$ cat config.mk
export PLATFORM = sky130hd
export DESIGN_NAME = state_dump_engine_flat
export DESIGN_NICKNAME = d
export VERILOG_FILES = /design/src/rtl/dbg_pkg.sv /design/src/rtl/state_dump_engine_if.sv /design/src/rtl/dump_ch_select.sv /design/src/rtl/state_dump_engine.sv /design/src/flat_wrapper.sv
export SDC_FILE = /design/constraint.sdc
export NUM_CORES = 1
export LEC_CHECK = 0
export ABC_AREA = 1
export BUFFER_PORTS_ARGS = -buffer_cell sky130_fd_sc_hd__buf_2
export CORE_UTILIZATION = 49
export CTS_CLUSTER_SIZE = 30
export DETAILED_ROUTE_END_ITERATION = 12
export PLACE_DENSITY = 0.89
export SETUP_SLACK_MARGIN = 0.2
export SLEW_MARGIN = 40
export SYNTH_ARGS = -nofsm -noshare
export SYNTH_HDL_FRONTEND = slang
export SYNTH_HIERARCHICAL = 1
export SYNTH_SLANG_ARGS = --single-unit
$ cat constraint.sdc
create_clock -name clock -period 2.35 [get_ports clock]
set_clock_uncertainty 0.15 [all_clocks]
set_input_delay 0.235 -clock clock [delete_from_list [all_inputs] [get_ports clock]]
set_output_delay 0.235 -clock clock [all_outputs]
set_load 0.01 [all_outputs]
$ cat src/rtl/dbg_pkg.sv
// Shared definitions for the state dump engine: FSM states, channel indices, default map.
// Latency: n/a (package only).
// Backpressure: n/a (package only).
package dbg_pkg;

  typedef enum logic [2:0] {
    IDLE,
    SEL,
    READ,
    SEND,
    DONE
  } dump_state_t;

  // Channel order on the debug read bus of single_cycle_mips.
  localparam int CH_REGS = 0;
  localparam int CH_DMEM = 1;
  localparam int CH_IMEM = 2;

  // Last address per channel, channel 0 in the least significant slice:
  // 32-entry-capable register file walked over 16 entries, 1 Ki word dmem and imem.
  localparam logic [29:0] DEF_CH_LAST = {10'd1023, 10'd1023, 10'd15};

  // Channel index width; never zero so a single-channel build still has a field.
  function automatic int ch_w(input int n);
    return (n > 1) ? $clog2(n) : 1;
  endfunction

endpackage

$ cat src/rtl/state_dump_engine_if.sv
// Dump output stream: one word per transfer, tagged with channel, address and last flag.
// Latency: n/a (wires only).
// Backpressure: master holds valid/data/ch/addr/last stable until valid && ready.
interface state_dump_engine_if #(
  parameter int DATA_W = 32,
  parameter int ADDR_W = 10,
  parameter int CH_W   = 2
) ();

  logic              valid;
  logic              ready;
  logic [DATA_W-1:0] data;
  logic [CH_W-1:0]   ch;
  logic [ADDR_W-1:0] addr;
  logic              last;

  modport master (output valid, data, ch, addr, last, input ready);
  modport slave  (input valid, data, ch, addr, last, output ready);

endinterface

$ cat src/rtl/dump_ch_select.sv
// Priority search: lowest enabled channel index >= from; none=1 when no such channel.
// Latency: combinational.
// Backpressure: none (pure function of inputs).
// Ports: en (latched channel enables), from (start index, one bit wider so NUM_CH
//        itself means "past the end"), idx (found channel), none (nothing found).
module dump_ch_select #(
  parameter int NUM_CH = 3,
  parameter int CH_W   = 2
) (
  input  logic [NUM_CH-1:0] en,
  input  logic [CH_W:0]     from,
  output logic [CH_W-1:0]   idx,
  output logic              none
);

  // Scan from the top down so the last hit, the lowest index, wins.
  always_comb begin
    idx  = '0;
    none = 1'b1;
    for (int i = NUM_CH - 1; i >= 0; i--) begin
      if (en[i] && ((CH_W + 1)'(i) >= from)) begin
        idx  = CH_W'(i);
        none = 1'b0;
      end
    end
  end

endmodule

$ cat src/rtl/state_dump_engine.sv
// Freezes the MIPS core on a trigger and streams every word of each enabled channel out.
// Latency: one word per 2 cycles (RD_LAT=0) or 3 cycles (RD_LAT=1) at full rate.
// Backpressure: output held while out.valid && !out.ready; the walk stalls, nothing dropped.
// Ports: clock/reset (sync, active-high); start, trig_cyc, ch_en trigger a dump;
//        freeze holds the core; rd_addr/rd_data are the shared debug read bus;
//        out is the tagged word stream; done/ack close the dump; cycles counts run time.
module state_dump_engine
  import dbg_pkg::*;
#(
  parameter int                       DATA_W  = 32,
  parameter int                       ADDR_W  = 10,
  parameter int                       NUM_CH  = 3,
  parameter logic [NUM_CH*ADDR_W-1:0] CH_LAST = DEF_CH_LAST,
  parameter int                       RD_LAT  = 0,
  parameter int                       CNT_W   = 16
) (
  input  logic                     clock,
  input  logic                     reset,
  input  logic                     start,
  input  logic [CNT_W-1:0]         trig_cyc,
  input  logic [NUM_CH-1:0]        ch_en,
  output logic                     freeze,
  output logic [ADDR_W-1:0]        rd_addr,
  input  logic [NUM_CH*DATA_W-1:0] rd_data,
  state_dump_engine_if.master      out,
  output logic                     done,
  input  logic                     ack,
  output logic [CNT_W-1:0]         cycles
);

  localparam int CH_W = ch_w(NUM_CH);

  for (genvar g = 0; g < NUM_CH; g++) begin : g_last_chk
    if (int'(CH_LAST[g*ADDR_W +: ADDR_W]) > (2**ADDR_W) - 1) begin : g_bad
      $error("state_dump_engine: CH_LAST of a channel exceeds the address range");
    end
  end
  if (RD_LAT != 0 && RD_LAT != 1) begin : g_lat_chk
    $error("state_dump_engine: RD_LAT must be 0 or 1");
  end

  dump_state_t         state_q, state_d;
  logic [NUM_CH-1:0]   en_q;
  logic [CH_W-1:0]     ch_q;
  logic [ADDR_W-1:0]   rd_addr_q;
  logic                wait_q;
  logic [CNT_W-1:0]    cycles_q;
  logic                freeze_q, done_q;
  logic                valid_q, last_q;
  logic [DATA_W-1:0]   data_q;
  logic [CH_W-1:0]     och_q;
  logic [ADDR_W-1:0]   oaddr_q;

  logic                trigger;
  logic [CH_W:0]       sel_from;
  logic [CH_W-1:0]     sel_idx;
  logic                sel_none;
  logic [ADDR_W-1:0]   cur_last;
  logic                at_end;
  logic [DATA_W-1:0]   rd_word;
  logic                read_go;
  logic                accept;

  assign trigger  = start || ((trig_cyc != '0) && (cycles_q == trig_cyc));
  // In SEL the search includes the current channel; elsewhere it looks past it,
  // which tells READ whether this is the final channel and SEND where to go next.
  assign sel_from = (state_q == SEL) ? {1'b0, ch_q} : ({1'b0, ch_q} + 1'b1);
  assign cur_last = CH_LAST[ch_q*ADDR_W +: ADDR_W];
  assign at_end   = (rd_addr_q == cur_last);
  assign rd_word  = rd_data[ch_q*DATA_W +: DATA_W];
  // A registered channel needs one extra cycle after rd_addr settles.
  assign read_go  = (RD_LAT == 0) || wait_q;
  assign accept   = valid_q && out.ready;

  dump_ch_select #(
    .NUM_CH (NUM_CH),
    .CH_W   (CH_W)
  ) u_sel (
    .en   (en_q),
    .from (sel_from),
    .idx  (sel_idx),
    .none (sel_none)
  );

  always_ff @(posedge clock) begin
    if (reset) state_q <= IDLE;
    else       state_q <= state_d;
  end

  always_comb begin
    state_d = state_q;
    case (state_q)
      IDLE: if (trigger) state_d = (ch_en == '0) ? DONE : SEL;
      SEL:  state_d = READ;
      READ: if (read_go) state_d = SEND;
      SEND: begin
        if (accept) begin
          if (!at_end)       state_d = READ;
          else if (sel_none) state_d = DONE;
          else               state_d = SEL;
        end
      end
      DONE: if (ack) state_d = IDLE;
      default: state_d = IDLE;
    endcase
  end

  always_ff @(posedge clock) begin
    if (reset) begin
      en_q      <= '0;
      ch_q      <= '0;
      rd_addr_q <= '0;
      wait_q    <= 1'b0;
      cycles_q  <= '0;
      freeze_q  <= 1'b0;
      done_q    <= 1'b0;
      valid_q   <= 1'b0;
      last_q    <= 1'b0;
      data_q    <= '0;
      och_q     <= '0;
      oaddr_q   <= '0;
    end else begin
      freeze_q <= (state_d != IDLE);
      done_q   <= (state_d == DONE);
      // Only a running core counts; the trigger cycle itself is already frozen time.
      if (state_q == IDLE && !trigger && cycles_q != '1) cycles_q <= cycles_q + 1'b1;
      case (state_q)
        IDLE: begin
          if (trigger) begin
            en_q <= ch_en;
            ch_q <= CH_W'(CH_REGS);
          end
        end
        SEL: begin
          ch_q      <= sel_idx;
          rd_addr_q <= '0;
          wait_q    <= 1'b0;
        end
        READ: begin
          if (!read_go) begin
            wait_q <= 1'b1;
          end else begin
            wait_q  <= 1'b0;
            valid_q <= 1'b1;
            data_q  <= rd_word;
            och_q   <= ch_q;
            oaddr_q <= rd_addr_q;
            last_q  <= at_end && sel_none;
          end
        end
        SEND: begin
          if (accept) begin
            valid_q <= 1'b0;
            last_q  <= 1'b0;
            if (!at_end)        rd_addr_q <= rd_addr_q + 1'b1;
            else if (!sel_none) ch_q      <= sel_idx;
          end
        end
        default: ;
      endcase
    end
  end

  assign freeze    = freeze_q;
  assign done      = done_q;
  assign cycles    = cycles_q;
  assign rd_addr   = rd_addr_q;
  assign out.valid = valid_q;
  assign out.data  = data_q;
  assign out.ch    = och_q;
  assign out.addr  = oaddr_q;
  assign out.last  = last_q;

endmodule
$ cat src/flat_wrapper.sv
// flat-port wrapper written by rule: the top's interface ports become plain ports
module state_dump_engine_flat import dbg_pkg::*;
#(
  parameter int                       DATA_W  = 32,
  parameter int                       ADDR_W  = 10,
  parameter int                       NUM_CH  = 3,
  parameter logic [NUM_CH*ADDR_W-1:0] CH_LAST = DEF_CH_LAST,
  parameter int                       RD_LAT  = 0,
  parameter int                       CNT_W   = 16
)
  (clock, reset, start, trig_cyc, ch_en, freeze, rd_addr, rd_data, done, ack, cycles, out_valid, out_data, out_ch, out_addr, out_last, out_ready);
  state_dump_engine_if #(.DATA_W(DATA_W), .ADDR_W(ADDR_W)) out_i ();
  input  logic clock;
  input  logic reset;
  input  logic start;
  input  logic [CNT_W-1:0] trig_cyc;
  input  logic [NUM_CH-1:0] ch_en;
  output logic freeze;
  output logic [ADDR_W-1:0] rd_addr;
  input  logic [NUM_CH*DATA_W-1:0] rd_data;
  output logic done;
  input  logic ack;
  output logic [CNT_W-1:0] cycles;
  output wire logic [$bits(out_i.valid)-1:0] out_valid;
  output wire logic [$bits(out_i.data)-1:0] out_data;
  output wire logic [$bits(out_i.ch)-1:0] out_ch;
  output wire logic [$bits(out_i.addr)-1:0] out_addr;
  output wire logic [$bits(out_i.last)-1:0] out_last;
  input wire logic [$bits(out_i.ready)-1:0] out_ready;
  assign out_valid = out_i.valid;
  assign out_data = out_i.data;
  assign out_ch = out_i.ch;
  assign out_addr = out_i.addr;
  assign out_last = out_i.last;
  assign out_i.ready = out_ready;
  state_dump_engine #(.DATA_W(DATA_W), .ADDR_W(ADDR_W), .NUM_CH(NUM_CH), .CH_LAST(CH_LAST), .RD_LAT(RD_LAT), .CNT_W(CNT_W)) u_core (.clock(clock), .reset(reset), .start(start), .trig_cyc(trig_cyc), .ch_en(ch_en), .freeze(freeze), .rd_addr(rd_addr), .rd_data(rd_data), .out(out_i), .done(done), .ack(ack), .cycles(cycles));
endmodule
==> results.env <==
DR.PASS1.ITERS=5
SYNTH_SEQ_AREA_SHARE_PCT=33.3
MAXCAPVIOLATIONS=0
ANTENNADIODECOUNT=0
DETAIL-ROUTE-ANTENNA-NETS=0
DRT_DRC_VIOLATIONS_LEFT=0
LAYOUT_COMMONEST_CELL='sky130_fd_sc_hd__buf_2'
PLACE.DETAILED.INSTANCES=1050
WIRELENGTH_UM=15400
FINALSETUPTNS_NS=0
ADDER_CELL_SHARE_OF_THE_SYNTHESIZED_AREA_PCT=0.761
CRITICAL_PATH.MOST_COMMON_CELL='sky130_fd_sc_hd__nor2_4'
TRITONCTS_NUM_SINKS=82
CORE-AREA_UM2=9770
STARTPOINT_CLASS='flip-flop'
WORST_SLEW_PIN_SLEW_NS=0.572
SYNTH_AREA_LEADERS='sky130_fd_sc_hd__dfxtp_1 33%, sky130_fd_sc_hd__nand2_1 13%, sky130_fd_sc_hd__nor2_1 7.0%'
SLEW-LIMIT-HEADROOM_PCT=61.8
WORST-ENDPOINT-ARRIVAL_NS=2.16
DIEAREA_UM2=10500
GLOBALPLACE.CONGESTION=0.861
DP.FINAL_HPWL_UM=10600
SETUP_REPAIR_AFTER_GLOBAL_ROUTING_MISSED_ITS_MARGIN='yes'
AREA_GROWTH_SYN_TO_LAYOUT_PCT=31.8
PEAKVDDDROP_mV=0.511
FINAL-INSTANCE-COUNT-EXCL-FILL=1091
SYNTH_COMPOUND_AREA_SHARE_PCT=18.7
POST_SYNTH_NUM_CELL_TYPES=36
SETUP.WORST_PATH.END_CLASS='flip-flop'
CTS_TREE='done'
PATH_DELAY_FAMILY='simple AND/OR/NAND/NOR gates'
GRT_PASS1_WL_UM=23200
MOST-COMMON-LAYOUT-CELLS='193 x sky130_fd_sc_hd__buf_2, 165 x sky130_fd_sc_hd__nand2_1, 91 x sky130_fd_sc_hd__nor2_1, 79 x sky130_fd_sc_hd__dfxtp_1, 70 x sky130_fd_sc_hd__inv_1'
FMAXACHIEVABLE_MHz=491
GLOBALROUTE.TOTALOVERFLOW=0
LAYOUT.CORE_UTILIZATION_PCT=66.5
DRIVE_GT1_SHARE_PCT=29.0
DOMINANT_COMBINATIONAL_CELL_FAMILY_BY_AREA_AFTER_SYNTHESIS='simple AND/OR/NAND/NOR gates'
POWER_DENS_CELLS_nW_PER_UM2=658
STATUS='completed'
MIN_TCLK_POST_ROUTE_NS=2.04
ROUTE.DETAILED.WL_PER_INST_UM=14.1
NUM_VIAS=5795
FINAL_NETS=1076
DIEHEIGHT_UM=102
SYNTH_AREA_PER_CELL_UM2=6.56
GRT_PASS1_VIAS=4958
CELL_TYPE_OF_THE_SLOWEST_STAGE_ON_THE_WORST_TIMING_PATH='sky130_fd_sc_hd__dfxtp_1'
SYNTH_TOP_AREA_SHARE_PCT=33.3
SYNTH.MUX.AREA_FRACTION_PCT=0
SYNTH.LARGEST_AREA_CELL='sky130_fd_sc_hd__dfxtp_1'
H-TREE-DEPTH=3
WORSTPATHBUFFERINVERTERCOUNT=0
PIN_COUNT=194
CTS.PATH.MAX_BUFFERS=2
PIN_COUNT_OF_THE_BIGGEST_NET_ENTERING_GLOBAL_ROUTING=44
MIN_PERIOD_OVER_PERIOD_PCT=86.7
ROWS=36
TIMING.FINAL.MAX_SLEW_VIOLATIONS=0
FP.DIEW_UM=102
MAPPEDNETLISTAREA_UM2=4930
ROOT_BUFFER='sky130_fd_sc_hd__clkbuf_8'
SYNTH_FP_NETS=875
NUMBER_OF_ENABLE_TYPE_REGISTER_CELLS_IN_THE_SYNTHESIZED_NETLIST=0
SYNTH_WARNINGS=6
WORSTPATHCELLLIST='ha_1, nand3_1, nor2_4, nand2_2, nor2_4, nand2_4, nand4_2, nand2_1, a21oi_1'
POWER.LEAKAGE_nW=3.04
YOSYS.AREA_SHARE.XOR_XNOR_PCT=4.26
CLK_PIN_SLEW_WORST_PATHS_NS=0.09
CRITPATHKIND='flip-flop to flip-flop'
SYNTH_ASYNC_SR_FLOP_SHARE_PCT=0
CLOCK_BUFFERS_CREATED_BY_TRITONCTS=9
ROUTE.DETAILED.VIAS_PER_INST=5.31
SYNTH-SIMPLE-AREA-SHARE_PCT=33.4
REQUIRED_NS=2.47
GRT_UTIL_ALL_LAYERS_PCT=27.9
PORT_BUFFERS=193
YOSYS_MOST_USED_DFF='sky130_fd_sc_hd__dfxtp_1'
POSTSYNTHCELLCOUNT=752
HOLD_CLASS='input pin to flip-flop'
CLK_LATENCY_NS=0.35
CRITICAL-PATH-MAX-STAGE-DELAY_NS=0.41
GRT_ANTENNA_BEFORE_REPAIR=0
START_UTIL_PCT=50.4
CRITICAL_PATH_PEAK_FANOUT=16
DR_ITER_0_VIOLS=355
YS_SEQ_ELEMENTS=82
FINAL-HOLD-VIOLATION-COUNT=0
SETUP_VIOL=0
[worst min-delay path, cell delays in order]
cell and delay (ns):
sky130_fd_sc_hd__buf_2 0.10, sky130_fd_sc_hd__nand3_1 0.07, sky130_fd_sc_hd__a31oi_1 0.07
[report_power, final]
part	total (mW)	switching (mW)	internal, mW
combinational	1.38	0.866	0.518
clock	1.25	0.537	0.711
sequential	1.65	0.0973	1.55
[metal layers]
layer / routed length, µm / GRT usage [%] / vias up
met5: 0 / 0 / -
met4: 344 / 10.7 / 0
met3: 1250 / 5.88 / 42
met2: 7390 / 44.4 / 270
met1: 6420 / 37.1 / 2613
li1: - / - / 2870
[Yosys cell counts (2+ instances only)]
master / instances
sky130_fd_sc_hd__dfxtp_1: 82
sky130_fd_sc_hd__o211ai_1: 17
sky130_fd_sc_hd__nor2_2: 4
sky130_fd_sc_hd__nor3_1: 12
sky130_fd_sc_hd__buf_2: 9
sky130_fd_sc_hd__buf_4: 4
sky130_fd_sc_hd__nand2_2: 2
sky130_fd_sc_hd__nand3_1: 37
sky130_fd_sc_hd__xor2_1: 18
sky130_fd_sc_hd__inv_1: 70
sky130_fd_sc_hd__nand2_1: 166
sky130_fd_sc_hd__nor4_1: 2
sky130_fd_sc_hd__o21ai_1: 3
sky130_fd_sc_hd__clkbuf_1: 24
sky130_fd_sc_hd__inv_2: 3
sky130_fd_sc_hd__a21oi_1: 65
sky130_fd_sc_hd__o21bai_1: 2
sky130_fd_sc_hd__a21oi_2: 7
sky130_fd_sc_hd__o21ai_0: 47
sky130_fd_sc_hd__xnor2_1: 6
sky130_fd_sc_hd__nor2_4: 5
sky130_fd_sc_hd__nor3_4: 2
sky130_fd_sc_hd__a31oi_1: 17
sky130_fd_sc_hd__buf_1: 5
sky130_fd_sc_hd__nor2_1: 92
sky130_fd_sc_hd__ha_1: 3
sky130_fd_sc_hd__or2_2: 17
sky130_fd_sc_hd__o21ai_2: 2
sky130_fd_sc_hd__nand4_1: 22
[final timing paths]
kind / startpoint / endpoint / slack, ns / cells past startpoint
hold / removal: rd_data[67] / u_core/out.data[3] / 0.02 / 3
hold reg to reg: u_core/out.data[5] / u_core/out.data[5] / 0.34 / 2
setup / recovery: u_core/cycles[1] / u_core/cycles[3] / 0.31 / 9
setup reg to reg: u_core/cycles[1] / u_core/cycles[3] / 0.31 / 9
[registers in the layout (all words and copies together) (netlist names), 2 cells and up]
signal,flops
u_core/out.data,32
u_core/cycles,16
u_core/out.addr,10
u_core/rd_addr,10
u_core/en_q,3
u_core/state_q,3
u_core/ch_q,2
u_core/out.ch,2
[final cells by class]
type	count	area, µm²
fillers	827	3280
multi-input cells	555	2850
flip-flops and latches	82	1650
repair buffers	232	1320
inverters	73	274
well taps	133	166
clock buffers	10	128
clock inverters	6	115
[cell families after synthesis]
family	after synthesis
DFF	82
and+or+nand+nor	365
buffers and inverters	116
adders and majority gates	3
AOI/OAI and AO/OA	162
xor gates and xnor gates	24
[metrics by stage]
stage	instance area, µm²	hold WS, ns	total power, mW	setup slack, ns
finish	6500	0.0185	4.28	0.312
detailed placement	5980	0.329	2.95	0.156
CTS	6430	0.00178	4.23	0.237
global placement	5980	0.324	2.93	0.250
floorplan	4930	0.227	2.50	0.357
global route	6500	0.00691	4.51	0.159
[what timing repair did]
item / 4_1_cts / 5_1_grt
hold endpoints to repair: 21 / 2
hold buffers: 21 / 2
setup endpoints to repair: 3 / 20
gates resized for setup: 1 / 9
gates cloned: 0 / 1
pin swaps: 0 / 2
buffers inserted: 0 / 1
No activity file was read; power rests on OpenSTA's default activity.
